===== config.mk =====
export PLATFORM = sky130hd
export DESIGN_NAME = gpi_irq_ctrl
export DESIGN_NICKNAME = d
export VERILOG_FILES = /design/src/rtl/gpi_irq_ctrl.sv
export SDC_FILE = /design/constraint.sdc
export NUM_CORES = 1
export LEC_CHECK = 0
export CORE_ASPECT_RATIO = 0.75
export CORE_MARGIN = 5
export CORE_UTILIZATION = 52
export DETAILED_ROUTE_END_ITERATION = 6
export HOLD_SLACK_MARGIN = 0.12
export PLACE_DENSITY = 0.79
export RECOVER_POWER = 100
export SYNTH_ARGS = -nofsm -noshare
export SYNTH_HDL_FRONTEND = slang
export SYNTH_SLANG_ARGS = --single-unit
export TNS_END_PERCENT = 20

===== constraint.sdc =====
create_clock -name clk -period 4.1 [get_ports clk]
set_input_delay 1.23 -clock clk [delete_from_list [all_inputs] [get_ports clk]]
set_output_delay 1.23 -clock clk [all_outputs]
set_load 0.02 [all_outputs]

===== src/rtl/gpi_irq_ctrl.sv =====
// GPI interrupt controller: per-bit synchronizer and debounce, configurable edge
// detection, W1C pending bits and a masked level interrupt on the peripheral bus.
module gpi_irq_ctrl #(
   parameter int WIDTH = 8,
   parameter int DEBOUNCE_CYCLES = 16,
   localparam int CNT_W = $clog2(DEBOUNCE_CYCLES + 1)
) (
   input  logic             clk,
   input  logic             reset,
   input  logic             cs,
   input  logic             wr,
   input  logic [1:0]       addr,
   input  logic [31:0]      wdata,
   output logic [31:0]      rdata,
   input  logic [WIDTH-1:0] gpi,
   output logic             irq
);

   logic [WIDTH-1:0] sync1;
   logic [WIDTH-1:0] s;
   logic [WIDTH-1:0] stable;
   logic [CNT_W-1:0] cnt [WIDTH];
   logic [WIDTH-1:0] settle;
   logic [WIDTH-1:0] rise;
   logic [WIDTH-1:0] fall;
   logic [WIDTH-1:0] rise_en;
   logic [WIDTH-1:0] fall_en;
   logic [WIDTH-1:0] pend;
   logic [WIDTH-1:0] pend_clr;
   logic [WIDTH-1:0] mask;
   logic             wr_cfg;
   logic             wr_pend;
   logic             wr_mask;
   logic             unused_wdata;

   assign wr_cfg  = cs & wr & (addr == 2'd1);
   assign wr_pend = cs & wr & (addr == 2'd2);
   assign wr_mask = cs & wr & (addr == 2'd3);

   // Bits of wdata above WIDTH in each field are intentionally ignored.
   assign unused_wdata = ^wdata;

   always_ff @(posedge clk or posedge reset) begin
      if (reset) begin
         sync1 <= '0;
         s     <= '0;
      end else begin
         sync1 <= gpi;
         s     <= sync1;
      end
   end

   // A bit settles on the cycle its mismatch count has already reached the limit.
   always_comb begin
      settle = '0;
      for (int i = 0; i < WIDTH; i++) begin
         settle[i] = (s[i] != stable[i]) && (cnt[i] >= CNT_W'(DEBOUNCE_CYCLES - 1));
      end
   end

   assign rise = settle & s & rise_en;
   assign fall = settle & ~s & fall_en;

   always_ff @(posedge clk or posedge reset) begin
      if (reset) begin
         stable <= '0;
         for (int i = 0; i < WIDTH; i++) begin
            cnt[i] <= '0;
         end
      end else begin
         for (int i = 0; i < WIDTH; i++) begin
            if (s[i] == stable[i]) begin
               cnt[i] <= '0;
            end else if (!settle[i]) begin
               cnt[i] <= cnt[i] + CNT_W'(1);
            end else begin
               stable[i] <= s[i];
               cnt[i]    <= '0;
            end
         end
      end
   end

   assign pend_clr = wr_pend ? wdata[WIDTH-1:0] : '0;

   // New events are OR'ed in after the clear so a simultaneous set wins.
   always_ff @(posedge clk or posedge reset) begin
      if (reset) begin
         rise_en <= '0;
         fall_en <= '0;
         mask    <= '0;
         pend    <= '0;
      end else begin
         if (wr_cfg) begin
            rise_en <= wdata[WIDTH-1:0];
            fall_en <= wdata[16+WIDTH-1:16];
         end
         if (wr_mask) begin
            mask <= wdata[WIDTH-1:0];
         end
         pend <= (pend & ~pend_clr) | rise | fall;
      end
   end

   always_comb begin
      rdata = '0;
      if (cs && !wr) begin
         case (addr)
            2'd0: rdata[WIDTH-1:0] = stable;
            2'd1: begin
               rdata[WIDTH-1:0]     = rise_en;
               rdata[16+WIDTH-1:16] = fall_en;
            end
            2'd2: rdata[WIDTH-1:0] = pend;
            2'd3: rdata[WIDTH-1:0] = mask;
            default: rdata = '0;
         endcase
      end
   end

   assign irq = |(pend & mask);

endmodule


==> metrics.yaml <==
status: "finished with violations"
violations: "capacitance limit, slew limit"
avgSynthCellArea_um2: 11.93
insertion_delay_ps: 370
antenna_found_initial: 0
io_buffers: 46
endpoint_kind: "primary output"
setup_tns_ps: 0
grt_pass1_vias: 2902
cts.sinks: 96
hold_slack_ps: 352.1
postLayoutCoreUtil_pct: 62.17
max_freq_mhz: 250.6
hold_buffers: 0
drv.max_cap_violation_count: 1
synth_cell_type_count: 31
track_usage_pct: 17.49
rows: 29
ys_warn_count: 0
coreArea_mm2: 0.008309
n_fill_cell: 651
antenna_left: 0
hp-class: "register to register"
die_h_um: 89.37
cts_buffers: 9
post-route-cell-area_mm2: 0.005166
fp.dieW_um: 115.8
place_congestion: 0.8068
cts_tree: "yes"
routed_via_density: 5.321
synth-edff-count: 0
grt_pass1_wl_mm: 13.80
clk_pin_slew_ps: 80
dieArea_mm2: 0.01035
p_per_area_mw_per_mm2: 398.6
num_antenna_cells: 0
p_leak_nw: 2.438
finalWirelength_mm: 8.252
hpwl_mm: 5.803
ys_seq_elements: 96
start_util_pct: 52.57
syn-cell-area_mm2: 0.004368
cp_max_fo: 6
area_delta_synth_final_pct: 18.28
setup_viol: 0
fin_skew_ps: 12.08
wl_per_cell_um: 15.23
drt_pass1_iterations: 4
ys_seq_area_share_pct: 55.00
ir_drop_uv: 321.6
maxSlewViolCount: 97
finalHoldViolCount: 0
placed_area_mm2: 0.004979
num_vias: 2884
grt_overflow: 0
relSlewSlack_pct: -52.89
grt_max_degree: 97
cp-start-kind: "input pin"
cts_root_buf: "clkbuf_8"
final_nets: 491
cts_htree_levels: 3
required_ps: 2870
rsz0062_at_grt: "no"
tightest_slew_ps: 2293
clk_path_buf_depth: 2
ys.flop_type: "dfrtp_1"
period_share_pct: 97.32
drc: 0
drtIter0Drc: 170
async_flop_share_pct: 100.0
period_needed_ps: 3990
ios: 79
path_class: "input pin to primary output"
drive_gt1_share_pct: 13.82
crit_arrival_ps: 2760
netlist_instances: 366
## cells by family after synthesis
group,share of synthesized area (%)
multiplexers,10.83
flip-flops,55.00
XOR/XNOR,3.208
buffers and inverters,5.357
AO/OA/AOI/OAI,5.042
AND/OR/NAND/NOR,15.90
adder cells (fa/ha/maj),4.583
other,0.08585
## cell usage after synthesis (all sizes together), types with 10 or more instances
cell / instances / share of area [%]
and2: 14 / 2.0
buf: 20 / 3.4
nand4: 10 / 1.6
and3: 14 / 2.0
inv: 23 / 2.0
nand3: 20 / 2.3
nor2: 36 / 3.1
mux2: 26 / 6.7
dfrtp: 96 / 55
nand2: 12 / 1.0
ha: 16 / 4.6
## worst max-delay path, cell delays in order
cell,delay [ps]
clkdlybuf4s50_1,420
nand2b_1,180
nor3b_2,230
buf_4,210
and2_0,150
dlygate4sd2_1,330
## routing by layer
metal / vias up / track usage [%] / routed length, µm
met5: - / 0 / 0
met4: 0 / 5.690 / 85
met3: 8 / 5.277 / 525
met2: 62 / 28.72 / 4040
met1: 1444 / 22.53 / 3601
li1: 1370 / - / -
## stage by stage
stage / cells / power, mW / worst slack, ps
after floorplan: 381 / 1.304 / 364.6
after global placement: 524 / 1.394 / -223.5
after detailed placement: 524 / 1.410 / -266.1
after CTS: 542 / 2.090 / 92.01
after global routing: 542 / 2.165 / 13.13
final: 542 / 2.059 / 109.7
## repair_timing
item / in CTS / in global routing
endpoints found under the setup margin: 16 / 0
buffers inserted: 2 / 0
resized for setup: 19 / 0
## cell type report
| class | instances | area [µm²] | share of cell area [%] |
|---|---|---|---|
| Multi-Input combinational cell | 242 | 1767 | 34.20 |
| Clock inverter | 5 | 80.08 | 1.550 |
| Inverter | 23 | 87.58 | 1.695 |
| Timing Repair Buffer | 57 | 553.0 | 10.70 |
| Clock buffer | 11 | 141.4 | 2.737 |
| Sequential cell | 96 | 2402 | 46.50 |
| Tap cell | 108 | 135.1 | 2.616 |
## cell usage in the layout, fill, tap and decap left out, types with 12 or more instances in the layout
cell type / count
and3_1: 14
clkdlybuf4s50_1: 19
conb_1: 16
dfrtp_1: 96
dlygate4sd2_1: 17
ha_1: 16
inv_1: 22
mux2_2: 25
nand2_1: 12
nand3_1: 20
nor2_1: 36
## worst paths after layout
| check | startpoint | to | slack [ps] | cells past startpoint |
|---|---|---|---|---|
| hold reg to reg | sync1[3]$_DFF_PP0_ | s[3]$_DFF_PP0_ | 350 | 0 |
| setup / recovery | wr | rdata[17] | 110 | 6 |
| min in group asynchronous | reset | sync1[3]$_DFF_PP0_ | 2150 | 3 |
| max in group asynchronous | reset | fall_en[4]$_DFFE_PP0P_ | 600 | 3 |
| hold / removal | sync1[3]$_DFF_PP0_ | s[3]$_DFF_PP0_ | 350 | 0 |
| setup reg to reg | cnt[10]$_DFF_PP0_ | cnt[11]$_DFF_PP0_ | 2460 | 6 |
## state kept, by name (all words and copies together), names as in the netlist
register  flops
sync1         8
fall_en       8
pend          8
stable        8
cnt          40
rise_en       8
mask          8
s             8
## report_power, final
| part | internal [mW] | leakage, nW | total [mW] | switching [mW] |
|---|---|---|---|---|
| combinational | 0.149 | 1.10 | 0.270 | 0.121 |
| clock | 0.359 | 0.106 | 0.679 | 0.320 |
| sequential | 1.04 | 1.23 | 1.11 | 0.0736 |
| total | 1.54 | 2.44 | 2.06 | 0.514 |
No activity file was read; power rests on OpenSTA's default activity.
